===== src/rtl/res_collect_8_to_1_pkg.sv =====
`default_nettype none
// =============================================================================
// res_collect_8_to_1_pkg : shared types and constants for the result collector
// Revision: 1.0
// =============================================================================
package res_collect_8_to_1_pkg;

    localparam int DATA_W          = 16;
    localparam int TIMEOUT_DEFAULT = 15;
    localparam int CNT_W           = 8;

    typedef enum logic [1:0] {
        IDLE = 2'd0,
        WAIT = 2'd1,
        HOLD = 2'd2,
        ERR  = 2'd3
    } state_t;

endpackage : res_collect_8_to_1_pkg
`default_nettype wire


===== src/rtl/res_collect_8_to_1_mux.sv =====
`default_nettype none
// =============================================================================
// mux_8_to_1 : combinational 8:1 selector over the functional-unit result buses
// Revision: 1.0
// =============================================================================
module mux_8_to_1
    import res_collect_8_to_1_pkg::*;
(
    input  logic [7:0][DATA_W-1:0] data_i,
    input  logic [2:0]             sel_i,
    output logic [DATA_W-1:0]      y_o
);

    always_comb begin
        y_o = data_i[sel_i];
    end

endmodule : mux_8_to_1
`default_nettype wire


===== src/rtl/res_collect_8_to_1.sv =====
`default_nettype none
// =============================================================================
// res_collect_8_to_1 : waits for the selected unit's valid, captures its result
//                      and holds it until acknowledged; flags a timeout error.
// Revision: 1.0
// =============================================================================
module res_collect_8_to_1
    import res_collect_8_to_1_pkg::*;
#(
    parameter int TIMEOUT = TIMEOUT_DEFAULT
) (
    input  logic              clk,
    input  logic              rst,
    input  logic [DATA_W-1:0] I0,
    input  logic [DATA_W-1:0] I1,
    input  logic [DATA_W-1:0] I2,
    input  logic [DATA_W-1:0] I3,
    input  logic [DATA_W-1:0] I4,
    input  logic [DATA_W-1:0] I5,
    input  logic [DATA_W-1:0] I6,
    input  logic [DATA_W-1:0] I7,
    input  logic [7:0]        vld,
    input  logic [2:0]        sel,
    input  logic              start,
    input  logic              ack,
    output logic [DATA_W-1:0] Y,
    output logic              busy,
    output logic              done,
    output logic              err
);

    localparam logic [CNT_W-1:0] C_CNT_LAST = CNT_W'(TIMEOUT - 1);

    state_t                  state_q;
    logic [2:0]              sel_q;
    logic [CNT_W-1:0]        cnt_q;
    logic [DATA_W-1:0]       y_q;
    logic                    busy_q;
    logic                    done_q;
    logic                    err_q;
    logic [7:0][DATA_W-1:0]  w_bus;
    logic [DATA_W-1:0]       w_mux_y;

    assign w_bus = {I7, I6, I5, I4, I3, I2, I1, I0};

    mux_8_to_1 u_mux (
        .data_i (w_bus),
        .sel_i  (sel_q),
        .y_o    (w_mux_y)
    );

    // Outputs are updated alongside the state so they come straight from flops.
    always_ff @(posedge clk or posedge rst) begin
        if (rst) begin
            state_q <= IDLE;
            sel_q   <= 3'd0;
            cnt_q   <= '0;
            y_q     <= '0;
            busy_q  <= 1'b0;
            done_q  <= 1'b0;
            err_q   <= 1'b0;
        end else begin
            case (state_q)
                IDLE: begin
                    if (start) begin
                        sel_q   <= sel;
                        cnt_q   <= '0;
                        busy_q  <= 1'b1;
                        state_q <= WAIT;
                    end
                end
                WAIT: begin
                    // Capture takes priority over a timeout in the same cycle.
                    if (vld[sel_q]) begin
                        y_q     <= w_mux_y;
                        done_q  <= 1'b1;
                        state_q <= HOLD;
                    end else begin
                        cnt_q <= cnt_q + 1'b1;
                        if (cnt_q == C_CNT_LAST) begin
                            err_q   <= 1'b1;
                            state_q <= ERR;
                        end
                    end
                end
                HOLD: begin
                    if (ack) begin
                        done_q  <= 1'b0;
                        busy_q  <= 1'b0;
                        state_q <= IDLE;
                    end
                end
                ERR: begin
                    if (ack) begin
                        err_q   <= 1'b0;
                        busy_q  <= 1'b0;
                        state_q <= IDLE;
                    end
                end
                default: begin
                    done_q  <= 1'b0;
                    err_q   <= 1'b0;
                    busy_q  <= 1'b0;
                    state_q <= IDLE;
                end
            endcase
        end
    end

    assign Y    = y_q;
    assign busy = busy_q;
    assign done = done_q;
    assign err  = err_q;

endmodule : res_collect_8_to_1
`default_nettype wire


===== config.mk =====
export PLATFORM = sky130hd
export DESIGN_NAME = res_collect_8_to_1
export DESIGN_NICKNAME = d
export VERILOG_FILES = /design/src/rtl/res_collect_8_to_1_pkg.sv /design/src/rtl/res_collect_8_to_1_mux.sv /design/src/rtl/res_collect_8_to_1.sv
export SDC_FILE = /design/constraint.sdc
export NUM_CORES = 1
export LEC_CHECK = 0
export ABC_AREA = 1
export CAP_MARGIN = 20
export CORE_ASPECT_RATIO = 1.75
export CORE_UTILIZATION = 45
export DETAILED_ROUTE_END_ITERATION = 10
export PLACE_DENSITY_LB_ADDON = 0.25
export REMOVE_ABC_BUFFERS = 1
export SLEW_MARGIN = 20
export SYNTH_ARGS = -nofsm -noshare
export SYNTH_HDL_FRONTEND = slang
export SYNTH_HIERARCHICAL = 1
export SYNTH_SLANG_ARGS = --single-unit

===== constraint.sdc =====
create_clock -name clk -period 2.25 [get_ports clk]
set_input_delay 0.45 -clock clk [delete_from_list [all_inputs] [get_ports clk]]
set_output_delay 0.45 -clock clk [all_outputs]
set_load 0.01 [all_outputs]

==> results of run 1 <==
area by class of cell:
type,instances,area share (%)
repair buffers,170,33.1
inverters,152,11.2
well taps,86,2.10
clock buffers,7,2.98
clock inverters,1,0.587
multi-input cells,411,34.4
flip-flops and latches,32,15.7
how the worst max path moves through the flow:
stage / end / slack [ns] / cells after the start
3_3_place_gp: cnt_q[5] / 0.44 / 10
2_1_floorplan: Y[14] / -0.37 / 8
4_1_cts: Y[3] / 0.58 / 1
6_report: Y[4] / 0.59 / 1
3_5_place_dp: Y[14] / 0.36 / 9
5_1_grt: Y[0] / 0.49 / 8
sequential cells by signal, indices dropped and copies added, names as in the netlist:
| register | count |
|---|---|
| Y | 16 |
| busy | 1 |
| cnt_q | 8 |
| done | 1 |
| err | 1 |
| sel_q | 3 |
| state_q | 2 |
routing by layer:
layer	vias to the layer above	share of wire (%)	wire length (um)
li1	2088	-	-
met4	0	2.7	270
met3	23	5.8	573
met1	1859	34	3380
met2	132	57	5660
met5	-	0	0
through the flow:
stage	instance area (um^2)	setup WS [ns]
2_1_floorplan	3130	-0.372
4_1_cts	5120	0.583
5_1_grt	5120	0.492
6_report	5120	0.585
3_3_place_gp	4930	0.442
3_5_place_dp	4930	0.358
power breakdown:
group	internal [W]	switching [W]	total, W
combinational	0.00128	0.00187	0.00315
clock	0.000582	0.000239	0.000821
sequential	0.000792	0.000164	0.000956
total	0.00265	0.00227	0.00492
cells by family after synthesis:
group,count (synthesis)
compound gates,8
xor+xnor,6
fa+ha+maj,2
buf+inv,178
flops,32
simple gates,395
placed cells by master (no fill, tap or decap), types with 2 or more instances in the layout:
master           instances
nand2_1                287
clkdlybuf4s50_1        161
inv_1                  149
nand3_1                 82
dfrtp_1                 31
nor2_1                  15
buf_4                    8
xor2_1                   6
clkbuf_16                5
a21oi_1                  4
nor3_1                   3
inv_2                    2
nand3_2                  2
o21ai_0                  2
nand2_2                  2
ha_1                     2
clkbuf_8                 2
==> metrics.csv, run 1 <==
stage,metric,value,unit
status,status,"finished, final reports clean",
min_path,Hold Path Depth,2,
critical_path,"Worst Path Class, Setup",reg2out,
placed_design,Port-buffer cells,161,
critical_path,CP required,1.80,ns
timing,Hold Slack,0.472,ns
min_path,min-delay src,Y[15],
placed_design,placed cells,851,
grt,M1 GR Usage,24.0,%
timing,Worst Clk Skew,0.00910,ns
critical_path,worst endpoint data arrival time,1.21,ns
grt,total track usage,26.2,%
route,post-route ant nets,0,
placed_design,DPL Wire Length,7850,um
power_and_ir_drop,static leakage,3.01,nW
finish,final net count,917,
job,maxcap violations,0,
clock_network,"Clk pin slew, worst setup/hold paths",0.05,ns
critical_path,FF-to-FF Start,sel_q[0],
synth,Simple-Gate Fraction of Synth Area,49.2,%
clock_network,total CTS buffers,5,
grt,GRT overflow,0,
min_path,Hold Crit Endpoint,Y[15],
clock_network,CTS Root Cell,clkbuf_16,
floorplan,Initial Util,46.3,%
finish,ANT cells,0,
finish,Util after Layout,71.3,%
grt,initial antenna violation count,0,
clock_network,post-cts resize count,0,
synth,syn_area_per_cell,5.36,um^2
timing,min cycle time layout,1.66,ns
route,Post-Route WL,9890,um
min_path,Hold Crit Class,reg2reg,
floorplan,Die Y,116,um
grt,Global Route met2 Usage,53.3,%
route,DR vias,4102,
critical_path,CP Launch Point,Y[4],
synth,Synth Area in Adders,0.752,%
timing,Worst-Margin Slew,0.546,ns
power_and_ir_drop,PwrDens,962,nW/um^2
floorplan,die area,7760,um^2
synth,synth warn,6,
synth,largest family of logic cells by synthesized area,simple AND/OR/NAND/NOR gates,
critical_path,Critical-path top delay cell,clkdlybuf4s50_1,
timing,setup TNS,0,ns
grt,Top Usage Layer GRT,met2,
synth,Cells after Synth,621,
timing,Slew HR,63.5,%
synth,predominant post-synthesis flop cell,dfrtp_1,
timing,crit share post-route,74.0,%
synth,register area share after synthesis,24.1,%
clock_network,Post-CTS Setup Inserts,0,
critical_path,Buf/Inv on CP,1,
route,via/cell ratio,4.78,
route,post-DR wirelength/cell,11.5,um
power_and_ir_drop,VDD IR max,507,uV
critical_path,R2R setup slack,0.64,ns
clock_network,H-tree depth,2,
synth,Async SR Flop Fraction,100,%
finish,fill count,613,
synth,"top cells by area, synth","nand2_1, dfrtp_1, inv_1, nand3_1, buf_6",
critical_path,worst path cell trace,clkdlybuf4s50_1,
grt,GR Util met3,3.84,%
critical_path,FF-to-FF path depth,9,
synth,post-synth top area share,32.4,%
clock_network,CTS Buffer Depth,2,
finish,Multi-input gate area,1760,um^2
grt,vias in the first global route,3911,
floorplan,total core area,7180,um^2
finish,Reg area,802,um^2
synth,"flops & latches, synth",32,
timing,max-slew violations,0,
clock_network,# hold bufs at CTS,0,
timing,"Setup violations, final",0,
clock_network,clock sink total,32,
synth,XOR/XNOR share of the synthesized area,1.58,%
finish,area delta synth->final,53.8,%
synth,Synth Area in Compound Gates,1.32,%
timing,endpoints failing hold,0,
synth,synth unique cells,24,
grt,first-pass GRT wire length,15900,um
timing,maximum clock rate,601,MHz
critical_path,crit start category,flip-flop,
critical_path,CP Capture Type,output port,
synth,most frequent cell after synthesis,nand2_1,
finish,layout cells sized above 1,3.75,%
route,router iterations before antenna repair,4,
synth,Synth area leader,nand2_1,
route,number of remaining DRC errors,0,
critical_path,max incr delay on CP,0.60,ns
synth,synth cell count leaders,"nand2_1, inv_1, nand3_1",
timing,RSZ-0062 raised after global routing,false,
synth,post-synthesis instance area,3330,um^2
placed_design,global placer's final weighted congestion,0.787,
critical_path,RR Endpoint,Y[8],
critical_path,CP top delay family,buffers and inverters,
grt,largest net degree at the start of global routing,47,
clock_network,TritonCTS clock tree,yes,
route,initial DRC count,254,
synth,"EDFF count, synth",0,
finish,fin cells,859,
clock_network,clk_lat worst skew,0.28,ns
floorplan,# rows,41,
floorplan,die width,67.0,um
critical_path,crit-path max FO,2,
power_and_ir_drop,Tot Pwr,0.00492,W
floorplan,# IOs,162,
synth,mux contribution to synthesized area,0,%
Note: power is estimated with default switching activity, not from simulation.
==> run 2: changes to the inputs <==
- CORE_UTILIZATION: 45 -> 42
- clock period: 2.25 -> 1.6 ns (I/O delays scaled with it)
==> run 2 against run 1 <==
  * Critical path depth did not move
  * Via count fell by 1.2%
  * Utilization fell by 3.7 points
  * Sequential cell count did not move
  * Clock skew fell by 0.0056 ns
  * Routed wire length fell by 3.0%
  * First-iteration DRC count fell by 44%
  * Clock-buffer cell count fell by 1
  * Critical path type unchanged
  * Largest power group unchanged
==> metrics.csv, run 2 (same netlist as run 1, synthesis figures left out) <==
stage,metric,value,unit,change
status,status,"finished, final reports clean",,
critical_path,CP required,1.28,ns,-0.52 ns
critical_path,CP Capture Type,output port,,
critical_path,crit start category,flip-flop,,
finish,layout cells sized above 1,4.24,%,+0.49 points
clock_network,"Clk pin slew, worst setup/hold paths",0.05,ns,about the same
floorplan,# IOs,162,,unchanged
timing,max-slew violations,0,,unchanged
critical_path,max incr delay on CP,0.58,ns,-0.02 ns
critical_path,worst endpoint data arrival time,1.21,ns,about the same
route,router iterations before antenna repair,4,,unchanged
grt,initial antenna violation count,0,,unchanged
grt,total track usage,23.4,%,-2.7 points
placed_design,DPL Wire Length,7670,um,-2.2%
placed_design,Port-buffer cells,161,,unchanged
placed_design,placed cell area,5000,um^2,+1.3%
grt,vias in the first global route,3886,,-0.64%
floorplan,die area,8300,um^2,+7.0%
floorplan,# rows,42,,+2.4%
clock_network,clock sink total,32,,unchanged
timing,Hold Slack,0.392,ns,-0.0806 ns
finish,fin area,5140,um^2,+0.54%
clock_network,# hold bufs at CTS,0,,unchanged
critical_path,"Worst Path Class, Setup",reg2out,,
placed_design,global placer's final weighted congestion,0.815,,+3.6%
finish,"commonest non-fill, non-tap cell in the layout",nand2_1,,
route,DR vias,4054,,-1.2%
power_and_ir_drop,combinational power share,66.7,%,+2.8 points
power_and_ir_drop,clock network power share,12.9,%,-3.8 points
critical_path,Buf/Inv on CP,1,,unchanged
route,via/cell ratio,4.68,,-2.0%
timing,Slew HR,61.0,%,-2.5 points
finish,max reg flops,16,,unchanged
power_and_ir_drop,VDD IR max,582,uV,+15%
route,number of remaining DRC errors,0,,unchanged
route,initial DRC count,142,,-44%
timing,setup TNS,0,ns,unchanged
grt,GRT overflow,0,,unchanged
floorplan,Die Y,120,um,+3.5%
power_and_ir_drop,part of the power in registers,20.4,%,+1.0 points
grt,largest net degree at the start of global routing,45,,-4.3%
grt,first-pass GRT wire length,16100,um,+1.6%
clock_network,H-tree depth,2,,unchanged
finish,ANT cells,0,,unchanged
clock_network,CTS Root Cell,clkbuf_16,,
job,maxcap violations,0,,unchanged
route,post-route ant nets,0,,unchanged
critical_path,Critical-path top delay cell,clkdlybuf4s50_1,,
timing,crit share post-route,95.4,%,
timing,endpoints failing hold,0,,unchanged
timing,Worst Clk Skew,0.00347,ns,-0.00564 ns
timing,maximum clock rate,655,MHz,
finish,highest-count cells in the layout ignoring fill and taps,"nand2_1, clkdlybuf4s50_1, inv_1",,
finish,final net count,923,,+0.65%
route,Post-Route WL,9600,um,-3.0%
critical_path,worst path cell trace,clkdlybuf4s50_1,,
clock_network,total CTS buffers,5,,unchanged
timing,Worst-Margin Slew,0.585,ns,+0.0385 ns
critical_path,CP top delay family,buffers and inverters,,
min_path,Hold Crit Class,in2async,,
clock_network,clk_lat worst skew,0.27,ns,about the same
power_and_ir_drop,sw frac,46.8,%,+0.59 points
floorplan,die width,69.3,um,+3.4%
clock_network,TritonCTS clock tree,yes,,
power_and_ir_drop,P_sw,0.00316,W,+39%
critical_path,crit-path max FO,2,,unchanged
power_and_ir_drop,Pint,0.00359,W,+36%
finish,area delta synth->final,54.6,%,
power_and_ir_drop,PwrDens,1310,nW/um^2,+36%
clock_network,CTS Buffer Depth,2,,unchanged
timing,min cycle time layout,1.53,ns,
floorplan,Initial Util,43.7,%,-2.7 points
timing,"Setup violations, final",0,,unchanged
floorplan,total core area,7620,um^2,+6.1%
route,post-DR wirelength/cell,11.1,um,-3.7%
power_and_ir_drop,static leakage,3.03,nW,+0.52%
run 2: cell count changes in the layout (fill, tap and decap cells not counted), sizes merged:
| cell | previous run | this run |
|---|---|---|
| bufinv | 1 | 0 |
| clkinv | 0 | 1 |
| buf | 9 | 15 |
| clkbuf | 7 | 6 |
run 2: power by group through the flow:
stage | logic [W] | registers (W) | clock network [W]
floorplan | 0.00241 | 0.00164 | 0
global placement | 0.00440 | 0.00137 | 0
detailed placement | 0.00447 | 0.00138 | 0
CTS | 0.00449 | 0.00138 | 0.000884
global route | 0.00505 | 0.00142 | 0.000921
finish | 0.00450 | 0.00138 | 0.000870
run 2: layout make-up:
cell class	instances	area (um^2)
fill	682	2470
timing repair buffer	176	1770
multi-input combinational	411	1760
sequential	32	802
inverter	152	573
clock buffer	6	129
tap	88	110
clock inverter	1	5.00
run 2: metal layers:
layer  GRT usage [%]  up-vias  routed length [um]
met5               0        -                   0
met4            7.53        0                 210
met3            2.85       18                 391
met2            48.3      111                5470
met1            23.2     1827                3520
li1                -     2098                   -
run 2: repair_timing:
action                                  in CTS  in global routing
resized for setup                            0                  1
endpoints found under the setup margin       0                 12
buffers inserted                             0                  1
run 2: worst min-delay path, stage by stage:
cell and delay (ns):
clkdlybuf4s50_1 0.39, inv_1 0.09, buf_12 0.21
run 2: final timing paths:
path	start	end	cells past startpoint	slack (ns)
worst min register to register	Y[14]	Y[14]	2	0.47
max in group asynchronous	rst	sel_q[0]	3	1.02
worst min-delay path	rst	Y[10]	3	0.39
min in group clk	Y[14]	Y[14]	2	0.47
worst max-delay path	Y[11]	Y[11]	1	0.07
worst max register to register	sel_q[0]	cnt_q[6]	9	0.12
run 2: through the flow:
stage | setup slack [ns] | util [%] | instances | total power [W]
2_1_floorplan | -1.02 | - | 595 | 0.00405
3_3_place_gp | -0.0494 | 65.6 | 858 | 0.00576
3_5_place_dp | -0.118 | 65.6 | 858 | 0.00585
4_1_cts | 0.0699 | 67.4 | 865 | 0.00675
5_1_grt | -0.00253 | 67.5 | 866 | 0.00739
6_report | 0.0742 | 67.5 | 866 | 0.00675
==> run 3: changes to the inputs <==
- CAP_MARGIN: 20 -> 30
- SLEW_MARGIN: 20 -> default
==> results of run 3 <==
Same layout as run 2: the final DEF is identical, and so are final timing and power.
